`config.mk`:
```
export PLATFORM = sky130hd
export DESIGN_NAME = x_ramb16_s1_word_ctrl
export DESIGN_NICKNAME = d
export VERILOG_FILES = /design/src/rtl/x_ramb16_s1_word_ctrl.sv
export SDC_FILE = /design/constraint.sdc
export NUM_CORES = 1
export LEC_CHECK = 0
export BUFFER_PORTS_ARGS = -buffer_cell sky130_fd_sc_hd__buf_2
export CORE_MARGIN = 4
export CORE_UTILIZATION = 40
export DETAILED_ROUTE_END_ITERATION = 8
export GPL_TIMING_DRIVEN = 0
export HOLD_SLACK_MARGIN = 0.1
export PLACE_DENSITY = 0.74
export SYNTH_ARGS = -nofsm -noshare
export SYNTH_HDL_FRONTEND = slang
export SYNTH_SLANG_ARGS = --single-unit
```
`constraint.sdc`:
```
create_clock -name CLK -period 1.9 [get_ports CLK]
set_clock_uncertainty 0.1 [all_clocks]
set_input_delay 0.19 -clock CLK [delete_from_list [all_inputs] [get_ports CLK]]
set_output_delay 0.19 -clock CLK [all_outputs]
set_load 0.01 [all_outputs]
```
`src/rtl/x_ramb16_s1_word_ctrl.sv`:
```
// Word-wide access controller for a 16K x 1 block RAM port.
// Each word is sent as WORD_W single-bit RAM accesses, LSB first. Read bits are
// gathered around the RAM's one-cycle registered read latency and returned on
// a valid/ready response channel. All outputs come straight from registers.
module x_ramb16_s1_word_ctrl #(
  parameter  int LOG2_WORD = 3,
  localparam int WORD_W    = 2**LOG2_WORD,
  localparam int WADDR_W   = 14 - LOG2_WORD
) (
  input  logic               CLK,
  input  logic               RST,
  input  logic               REQ_VALID,
  output logic               REQ_READY,
  input  logic               REQ_WE,
  input  logic [WADDR_W-1:0] REQ_ADDR,
  input  logic [WORD_W-1:0]  REQ_WDATA,
  output logic               RSP_VALID,
  input  logic               RSP_READY,
  output logic [WORD_W-1:0]  RSP_RDATA,
  output logic [13:0]        RAM_ADDR,
  output logic               RAM_DI,
  output logic               RAM_EN,
  output logic               RAM_WE,
  input  logic               RAM_DO
);

  typedef enum logic [2:0] {S_IDLE, S_WR, S_RD, S_DRAIN, S_RSP} state_t;

  typedef struct packed {
    logic [WADDR_W-1:0] addr;
    logic [WORD_W-1:0]  wdata;
  } req_t;

  localparam logic [LOG2_WORD-1:0] CNT_LAST = LOG2_WORD'(WORD_W - 1);

  state_t                r_state, w_state_nxt;
  logic [LOG2_WORD-1:0]  r_cnt, w_cnt_nxt;
  req_t                  r_req, w_req_nxt;
  logic [WORD_W-1:0]     r_rdata, w_rdata_nxt;
  logic                  r_req_ready, w_req_ready_nxt;
  logic                  r_rsp_valid, w_rsp_valid_nxt;
  logic [13:0]           r_ram_addr, w_ram_addr_nxt;
  logic                  r_ram_di, w_ram_di_nxt;
  logic                  r_ram_en, w_ram_en_nxt;
  logic                  r_ram_we, w_ram_we_nxt;
  logic [LOG2_WORD-1:0]  w_cnt_inc, w_cnt_dec;

  assign w_cnt_inc = r_cnt + 1'b1;
  assign w_cnt_dec = r_cnt - 1'b1;

  // State and every output register; reset drops the RAM port to idle at once.
  always_ff @(posedge CLK or posedge RST) begin
    if (RST) begin
      r_state     <= S_IDLE;
      r_cnt       <= '0;
      r_req       <= '0;
      r_rdata     <= '0;
      r_req_ready <= 1'b0;
      r_rsp_valid <= 1'b0;
      r_ram_addr  <= '0;
      r_ram_di    <= 1'b0;
      r_ram_en    <= 1'b0;
      r_ram_we    <= 1'b0;
    end else begin
      r_state     <= w_state_nxt;
      r_cnt       <= w_cnt_nxt;
      r_req       <= w_req_nxt;
      r_rdata     <= w_rdata_nxt;
      r_req_ready <= w_req_ready_nxt;
      r_rsp_valid <= w_rsp_valid_nxt;
      r_ram_addr  <= w_ram_addr_nxt;
      r_ram_di    <= w_ram_di_nxt;
      r_ram_en    <= w_ram_en_nxt;
      r_ram_we    <= w_ram_we_nxt;
    end
  end

  // Next state and next register values; RAM enables default off, the RAM
  // address/data hold so the port only toggles when a bit is actually moved.
  always_comb begin
    w_state_nxt     = r_state;
    w_cnt_nxt       = r_cnt;
    w_req_nxt       = r_req;
    w_rdata_nxt     = r_rdata;
    w_req_ready_nxt = r_req_ready;
    w_rsp_valid_nxt = r_rsp_valid;
    w_ram_addr_nxt  = r_ram_addr;
    w_ram_di_nxt    = r_ram_di;
    w_ram_en_nxt    = 1'b0;
    w_ram_we_nxt    = 1'b0;
    unique case (r_state)
      S_IDLE: begin
        // Ready rises on the first edge after reset release.
        w_req_ready_nxt = 1'b1;
        if (REQ_VALID && r_req_ready) begin
          w_req_nxt.addr  = REQ_ADDR;
          w_req_nxt.wdata = REQ_WDATA;
          w_cnt_nxt       = '0;
          w_req_ready_nxt = 1'b0;
          w_ram_en_nxt    = 1'b1;
          w_ram_addr_nxt  = {REQ_ADDR, {LOG2_WORD{1'b0}}};
          if (REQ_WE) begin
            w_state_nxt  = S_WR;
            w_ram_we_nxt = 1'b1;
            w_ram_di_nxt = REQ_WDATA[0];
          end else begin
            w_state_nxt  = S_RD;
          end
        end
      end
      S_WR: begin
        if (r_cnt == CNT_LAST) begin
          w_state_nxt     = S_IDLE;
          w_req_ready_nxt = 1'b1;
        end else begin
          w_cnt_nxt      = w_cnt_inc;
          w_ram_en_nxt   = 1'b1;
          w_ram_we_nxt   = 1'b1;
          w_ram_addr_nxt = {r_req.addr, w_cnt_inc};
          w_ram_di_nxt   = r_req.wdata[w_cnt_inc];
        end
      end
      S_RD: begin
        // RAM_DO now shows the bit addressed in the previous cycle.
        if (r_cnt != '0) w_rdata_nxt[w_cnt_dec] = RAM_DO;
        if (r_cnt == CNT_LAST) begin
          w_state_nxt    = S_DRAIN;
        end else begin
          w_cnt_nxt      = w_cnt_inc;
          w_ram_en_nxt   = 1'b1;
          w_ram_addr_nxt = {r_req.addr, w_cnt_inc};
        end
      end
      S_DRAIN: begin
        w_rdata_nxt[WORD_W-1] = RAM_DO;
        w_state_nxt           = S_RSP;
        w_rsp_valid_nxt       = 1'b1;
      end
      S_RSP: begin
        if (RSP_READY) begin
          w_state_nxt     = S_IDLE;
          w_rsp_valid_nxt = 1'b0;
          w_req_ready_nxt = 1'b1;
        end
      end
      default: begin
        w_state_nxt     = S_IDLE;
        w_rsp_valid_nxt = 1'b0;
        w_req_ready_nxt = 1'b0;
      end
    endcase
  end

  assign REQ_READY = r_req_ready;
  assign RSP_VALID = r_rsp_valid;
  assign RSP_RDATA = r_rdata;
  assign RAM_ADDR  = r_ram_addr;
  assign RAM_DI    = r_ram_di;
  assign RAM_EN    = r_ram_en;
  assign RAM_WE    = r_ram_we;

endmodule

```
==> flow_summary.json, run 1 <==
{
  "gp_congestion": 0.820,
  "crit_fanout": 4,
  "critical_path_required_ns": 1.96,
  "drive_above_1_share": 0.434,
  "p_int_w": 0.00331,
  "avgSynthCellArea_um2": 12.0,
  "fmax_ghz": 0.522,
  "combPwrFrac": 0.503,
  "die-area_um2": 6890,
  "hpwlAfterDp_um": 3240,
  "insertion_delay_ns": 0.29,
  "synth.area.top_cells": "dfrtp_1, mux2_2, mux2i_1",
  "final_nets": 300,
  "p_per_area_nw_per_um2": 1720,
  "synth.most_common_cell": "dfrtp_1",
  "cts_buffer_depth": 2,
  "numCtsBuffers": 5,
  "clock_tree.root_cell": "clkbuf_8",
  "use_met3": 0.0337,
  "ir_drop_mv": 0.857,
  "grt-ovfl-total": 0,
  "synth_nets": 216,
  "outcome": "complete, but fails checks",
  "wire_per_inst_um": 13.7,
  "synth_edf_count": 0,
  "yosys_warnings": 0,
  "fin_crit_ns": 1.91,
  "grt-busiest-layer": "met2",
  "p_sw_w": 0.00195,
  "synth_area_leader_cell": "dfrtp_1",
  "antenna_left": 0,
  "violations": "setup timing",
  "routed_via_density": 4.86,
  "maxSlewViolCount": 0,
  "pwr-share-seq": 0.350,
  "io_pins": 52,
  "rsz0062_at_grt": "true",
  "switching_share": 0.371,
  "grt_max_degree": 35,
  "clockPowerShare": 0.148,
  "wl_um": 4710,
  "slew_headroom": 0.684,
  "synth_cell_types": 36,
  "setup_ws_ns": -0.0142,
  "rows": 27,
  "ys_ff_latch": 49,
  "syn_inst": 187,
  "synth_flop_cell": "dfrtp_1",
  "start_kind": "flip-flop",
  "setup_viol": 1,
  "fp.dieH_um": 83.0,
  "drt_iter0_drc": 61,
  "start_util": 0.412,
  "clk_pin_slew_ns": 0.09,
  "async_flop_share": 1.00,
  "met2_usage": 0.244,
  "max-cap-violations": 0,
  "yosysTopAreaCellShare": 0.544,
  "diodes": 0,
  "die_w_um": 83.0,
  "cts_max_level": 2,
  "grt_pass1_wl_um": 8250,
  "cp-end-kind": "flip-flop",
  "fin_tns_setup_ns": -0.0142,
  "arrival_ns": 1.97,
  "crit_type": "flip-flop to flip-flop",
  "syn_to_final_growth_pct": 35.6,
  "cts_sinks": 49,
  "antenna_found_initial": 0,
  "hold_path_class": "input pin to flip-flop",
  "p_leak_nw": 1.42,
  "grt_usage": 0.147,
  "via_count": 1672,
  "grt_use_met1": 0.193,
  "hold_violations": 0,
  "synth_common_cells": "dfrtp_1, mux2_2, nand2_1",
  "tightest_slew_ns": 0.473,
  "dr.pass1.iters": 5,
  "drc": 0,
  "core_um2": 5470,
  "cts_tree": "done",
  "fin_crit_sh": 1.01,
  "ys_seq_area_frac": 0.544,
  "syn_area_um2": 2250,
  "r2r_slack_ns": -0.01,
  "post-place-ws_ns": -0.0916,
  "grt_pass1_vias": 1681,
  "port-buffer-count": 51
}
==> metrics by stage <==
step	hold WS, ns	instances	cell area, µm²	utilization	power (W)
floorplan	0.241	187	2290	-	0.00363
global placement	0.325	310	2640	0.482	0.00427
detailed placement	0.0767	311	2660	0.486	0.00434
CTS	0.116	342	3010	0.550	0.00519
global route	0.126	344	3050	0.558	0.00570
finish	0.119	344	3050	0.558	0.00525
==> cell families (layout without fill, tap and decap cells) <==
group           after synthesis  after routing  share of synthesized area
buf+inv                      16            101                     0.0372
simple gates                 46             46                      0.101
mux                          41             41                      0.203
compound gates               29             29                     0.0845
xor+xnor                      2              2                    0.00778
flops                        49             49                      0.544
fa+ha+maj                     4              4                     0.0222
==> path summary, 6_finish.rpt <==
kind	start	endpoint	cells after the start
max	r_cnt[0]$_DFFE_PP0P_	RAM_DI$_DFFE_PP0P_	5
min reg2reg	RAM_ADDR[5]$_DFFE_PP0P_	RAM_ADDR[5]$_DFFE_PP0P_	2
min	RAM_DO	RSP_RDATA[0]$_DFFE_PP0P_	2
min in group asynchronous	RST	RSP_RDATA[2]$_DFFE_PP0P_	3
max in group asynchronous	RST	r_cnt[0]$_DFFE_PP0P_	4
max reg2reg	r_cnt[0]$_DFFE_PP0P_	RAM_DI$_DFFE_PP0P_	5
==> routing by layer <==
metal / up-vias / part of all wire
met1: 802 / 0.45
met4: 0 / 0.0062
li1: 824 / -
met5: - / 0
met3: 4 / 0.040
met2: 42 / 0.50
==> sequential cells by signal (all words and copies together) (netlist names) <==
signal and cells:
RSP_VALID 1, r_state 3, RSP_RDATA 8, r_req 19
REQ_READY 1, RAM_ADDR 12, RAM_EN 1, RAM_DI 1
RAM_WE 1, r_cnt 2
==> power groups by stage <==
stage	Sequential [W]	Clock (W)	Combinational (W)
finish	0.00184	0.000775	0.00264
global route	0.00190	0.000854	0.00294
CTS	0.00184	0.000796	0.00256
detailed placement	0.00187	0	0.00247
global placement	0.00185	0	0.00241
floorplan	0.00195	0	0.00169
==> worst max-delay path, cell delays in order, from the launching register on <==
cell and delay [ns]:
dfrtp_2 0.45, ha_4 0.17, ha_4 0.28, mux4_2 0.50, o2111ai_2 0.17, o211ai_1 0.11
==> placed cells by master, fill, tap and decap left out, types with 4 or more instances in the layout <==
master,netlist,final
buf_2,4,55
buf_4,3,4
clkbuf_8,0,6
dfrtp_1,49,47
dlygate4sd3_1,0,22
inv_1,8,5
mux2_2,28,28
mux2i_1,12,12
nand2_1,20,20
nor2_1,8,7
o21ai_0,18,17
==> repair_timing <==
action,4_1_cts,5_1_grt
pin swaps,1,2
resized for setup,2,7
hold buffers,22,0
setup buffers,1,2
endpoints found under the setup margin,17,20
endpoints found under the hold margin,82,0
==> cell type report <==
type	instances	area [µm²]
clock inverter	2	37.5
multi-input combinational	122	1000
sequential	49	1230
tap	72	90.1
inverter	8	30.0
clock buffer	6	82.6
timing repair buffer	77	518
fill	487	2420
buffer	8	61.3
Note: power is estimated with default switching activity, not from simulation.
==> inputs of run 2 (changes only) <==
Settings changed: CORE_ASPECT_RATIO set to 1.25, CTS_BUF_LIST set to sky130_fd_sc_hd__clkbuf_4 sky130_fd_sc_hd__clkbuf_8.
==> flow_summary.json, run 2 (same netlist as run 1, synthesis figures left out) <==
{
  "outcome": "complete, but fails checks",
  "violations": "setup timing",
  "cts_buffer_depth": 2,
  "antenna_left": 0,
  "via_count": 1666,
  "gp_congestion": 0.757,
  "final_nets": 303,
  "drc": 0,
  "path_cells": "ha_4 -> ha_4 -> mux4_2 -> o2111ai_2 -> o211ai_1",
  "grt_use_met1": 0.181,
  "clk_pin_slew_ns": 0.08,
  "crit_type": "flip-flop to flip-flop",
  "maxSlewViolCount": 0,
  "wl_um": 4720,
  "placed_cell_area_um2": 2650,
  "start_util": 0.414,
  "setup_viol": 1,
  "cts_max_level": 2,
  "slowest_stage": "mux4_2",
  "insertion_delay_ns": 0.29,
  "hold_violations": 0,
  "start_kind": "flip-flop",
  "largest_register": "r_req",
  "clock_tree.root_cell": "clkbuf_8",
  "drt_iter0_drc": 58,
  "met2_usage": 0.258,
  "syn_to_final_growth_pct": 34.3,
  "slew_headroom": 0.697,
  "cts_sinks": 49,
  "cp_common_cell": "ha_4",
  "layout_commonest_cell": "buf_2",
  "ir_drop_mv": 0.774,
  "grt_pass1_wl_um": 7980,
  "grt_max_degree": 30,
  "largest_reg_flops": 19,
  "max_stage_delay_ns": 0.50,
  "io_pins": 52,
  "hold_path_class": "input pin to flip-flop",
  "fin_crit_sh": 1.01,
  "final_cell_area_um2": 3020,
  "wire_per_inst_um": 13.9,
  "power_w": 0.00513,
  "rows": 30,
  "numCtsBuffers": 5,
  "p_per_area_nw_per_um2": 1700,
  "grt-busiest-layer": "met2",
  "die-area_um2": 6900,
  "cts_tree": "done",
  "core_um2": 5440,
  "tightest_slew_ns": 0.449,
  "crit_fanout": 4,
  "routed_via_density": 4.93,
  "fin_crit_ns": 1.91,
  "diodes": 0,
  "grt_pass1_vias": 1731,
  "p_leak_nw": 1.43,
  "layout_common_cells": "buf_2, dfrtp_1, mux2_2",
  "critical_path_required_ns": 1.96,
  "dr.pass1.iters": 4,
  "drive_above_1_share": 0.431,
  "post-place-ws_ns": -0.126,
  "die_w_um": 75.1,
  "arrival_ns": 1.97,
  "fmax_ghz": 0.523,
  "antenna_found_initial": 0,
  "cp-end-kind": "flip-flop",
  "hpwlAfterDp_um": 3400,
  "fp.dieH_um": 91.9,
  "use_met3": 0.0318,
  "port-buffer-count": 51,
  "max-cap-violations": 0,
  "setup_ws_ns": -0.0114,
  "rsz0062_at_grt": "true",
  "grt_usage": 0.152,
  "grt-ovfl-total": 0
}
==> run 2: final timing paths <==
kind	start	to	slack, ns	cells past startpoint
max in group asynchronous	RST	r_cnt[0]$_DFFE_PP0P_	0.83	4
max	r_cnt[0]$_DFFE_PP0P_	RAM_DI$_DFFE_PP0P_	-0.01	5
max reg2reg	r_cnt[0]$_DFFE_PP0P_	RAM_DI$_DFFE_PP0P_	-0.01	5
min reg2reg	RAM_ADDR[6]$_DFFE_PP0P_	RAM_ADDR[6]$_DFFE_PP0P_	0.39	2
min in group asynchronous	RST	RAM_ADDR[4]$_DFFE_PP0P_	0.36	3
min	RAM_DO	RSP_RDATA[7]$_DFFE_PP0P_	0.13	2
==> run 2: where the power goes <==
part / internal [W] / total, W / switching [W]
clock: 0.000304 / 0.000622 / 0.000319
sequential: 0.00156 / 0.00183 / 0.000270
combinational: 0.00134 / 0.00268 / 0.00135
==> run 2: critical path: cells and delay by family (launching register included) <==
| kind | cells | cell delay [ns] |
|---|---|---|
| muxes | 1 | 0.50 |
| adders and majority gates | 2 | 0.45 |
| DFF | 1 | 0.45 |
| AOI/OAI and AO/OA | 2 | 0.28 |
==> run 2: cell type report <==
type	instances	area, µm²
fill	458	2420
sequential	49	1230
multi-input combinational	122	1000
timing repair buffer	80	541
clock buffer	7	90.1
tap	64	80.1
buffer	8	53.8
inverter	8	30.0
==> run 2: layer usage <==
| layer | vias to the layer above | routed length [µm] |
|---|---|---|
| met5 | - | 0 |
| met4 | 0 | 85 |
| met3 | 5 | 215 |
| met2 | 34 | 2450 |
| met1 | 799 | 1960 |
| li1 | 828 | - |
==> run 2: what timing repair did <==
item                                   in CTS  in global routing
gates cloned                                0                  0
gates resized for setup                     2                  4
setup buffers                               2                  4
hold buffers                               22                  0
setup endpoints to repair                  17                 19
pin swaps                                   2                  2
endpoints found under the hold margin      50                  0
==> run 2: per-stage QoR <==
stage / hold WS (ns) / utilization / setup TNS, ns / std cells
after floorplan: 0.241 / - / -0.00999 / 187
final: 0.129 / 0.556 / -0.0114 / 338
after CTS: 0.118 / 0.547 / -0.0213 / 334
after global placement: 0.323 / 0.483 / -9.16 / 302
after detailed placement: 0.130 / 0.486 / -1.51 / 303
after global routing: 0.126 / 0.556 / -0.171 / 338
==> inputs of run 3 (changes only) <==
Settings changed: GPL_TIMING_DRIVEN 0 to unset.
==> flow_summary.json, run 3 (same netlist as run 1, synthesis figures left out) <==
{
  "max-cap-violations": 0,
  "r2r_end": "RAM_DI$_DFFE_PP0P_",
  "slew_headroom": 0.588,
  "whs_path_depth": 2,
  "p_per_area_nw_per_um2": 1730,
  "max_stage_delay_ns": 0.50,
  "start_util": 0.414,
  "slowest_stage": "mux4_2",
  "r2r_slack_ns": -0.02,
  "antenna_left": 0,
  "rr_startpoint": "r_cnt[0]$_DFFE_PP0P_",
  "violations": "setup timing",
  "cts_buffer_depth": 2,
  "grt-ovfl-total": 0,
  "io_pins": 52,
  "rows": 30,
  "setup_viol": 1,
  "hpwlAfterDp_um": 3400,
  "dr.pass1.iters": 4,
  "cts_tree": "done",
  "grt_max_degree": 22,
  "port-buffer-count": 51,
  "crit_type": "flip-flop to flip-flop",
  "layout_common_cells": "buf_2, dfrtp_1, mux2_2",
  "setup_ws_ns": -0.0196,
  "clock_tree.root_cell": "clkbuf_8",
  "min_to": "RSP_RDATA[5]$_DFFE_PP0P_",
  "critical_path_required_ns": 1.97,
  "tightest_slew_ns": 0.617,
  "crit_fanout": 4,
  "largest_register": "r_req",
  "clk_pin_slew_ns": 0.09,
  "cp-end-kind": "flip-flop",
  "fp.dieH_um": 91.9,
  "hold_path_class": "input pin to flip-flop",
  "drive_above_1_share": 0.460,
  "post-route-util": 0.577,
  "p_leak_nw": 1.47,
  "stdcell_count": 342,
  "layout_commonest_cell": "buf_2",
  "diodes": 0,
  "drt_iter0_drc": 60,
  "syn_to_final_growth_pct": 39.4,
  "die_w_um": 75.1,
  "grt_pass1_wl_um": 8890,
  "via_count": 1737,
  "start_kind": "flip-flop",
  "drc": 0,
  "fin_crit_ns": 1.92,
  "grt_usage": 0.170,
  "min_from": "RAM_DO",
  "ir_drop_mv": 0.871,
  "rsz0062_at_grt": "true",
  "arrival_ns": 1.99,
  "antenna_found_initial": 0,
  "cts_max_level": 2,
  "die-area_um2": 6900,
  "wl_um": 5220,
  "routed_via_density": 5.08,
  "fmax_ghz": 0.521,
  "gp_congestion": 0.878,
  "placed_cells": 310,
  "path_cells": "ha_4 -> ha_4 -> mux4_2 -> o2111ai_2 -> o211ai_1",
  "numCtsBuffers": 5,
  "fin_crit_sh": 1.01,
  "insertion_delay_ns": 0.30,
  "final_nets": 306,
  "hold_violations": 0,
  "maxSlewViolCount": 0,
  "fin_tns_setup_ns": -0.0196,
  "largest_reg_flops": 19,
  "core_um2": 5440,
  "rr_worst_depth": 5,
  "grt_pass1_vias": 1849,
  "outcome": "complete, but fails checks",
  "cp_common_cell": "ha_4",
  "cts_sinks": 49,
  "wire_per_inst_um": 15.2
}
run 3: worst max-delay path: cells and delay by family, from the launching register on:
family	cells	cell delay, ns
flops	1	0.45
mux	1	0.50
compound gates	2	0.28
fa+ha+maj	2	0.45
run 3: layout make-up:
cell class / count / area [µm²]
fill: 461 / 2300
sequential: 49 / 1230
multi-input combinational: 124 / 1080
timing repair buffer: 89 / 622
clock buffer: 7 / 96.3
tap: 64 / 80.1
inverter: 8 / 30.0
clock inverter: 1 / 5.00
run 3: routing by layer:
metal / share of wire / GRT usage / up-vias
li1: - / - / 853
met1: 0.43 / 0.211 / 838
met2: 0.51 / 0.286 / 37
met4: 0.017 / 0.0623 / 0
met5: 0 / 0 / -
met3: 0.046 / 0.0329 / 9
run 3: where the power goes:
part | internal [W] | total [W] | switching [W]
clock network | 0.000330 | 0.000676 | 0.000346
logic | 0.00144 | 0.00289 | 0.00146
registers | 0.00156 | 0.00185 | 0.000296
total | 0.00332 | 0.00542 | 0.00210
run 3: worst max-delay path by stage:
stage | startpoint | endpoint | slack [ns] | cells past startpoint
6_report | r_cnt[0]$_DFFE_PP0P_ | RAM_DI$_DFFE_PP0P_ | -0.02 | 5
5_1_grt | r_cnt[0]$_DFFE_PP0P_ | RAM_DI$_DFFE_PP0P_ | -0.08 | 5
4_1_cts | r_cnt[0]$_DFFE_PP0P_ | RAM_DI$_DFFE_PP0P_ | -0.03 | 5
3_5_place_dp | r_cnt[0]$_DFFE_PP0P_ | RAM_ADDR[9]$_DFFE_PP0P_ | -0.19 | 7
3_3_place_gp | r_cnt[0]$_DFFE_PP0P_ | r_cnt[0]$_DFFE_PP0P_ | -0.09 | 7
2_1_floorplan | r_cnt[0]$_DFFE_PP0P_ | RAM_DI$_DFFE_PP0P_ | -0.01 | 5
run 3: what timing repair did:
item,4_1_cts,5_1_grt
hold buffers,21,0
endpoints found under the setup margin,17,21
pin swaps,1,1
endpoints found under the hold margin,48,0
resized for setup,7,12
buffers inserted,1,0
gates cloned,1,1
run 3: per-stage QoR:
step	power [W]	instance area [µm²]	hold slack (ns)	setup WS [ns]
after floorplan	0.00363	2290	0.241	-0.00999
after detailed placement	0.00446	2720	0.117	-0.189
after global placement	0.00437	2720	0.109	-0.0932
after global routing	0.00587	3140	0.111	-0.0803
final	0.00542	3140	0.108	-0.0196
after CTS	0.00533	3090	0.102	-0.0303
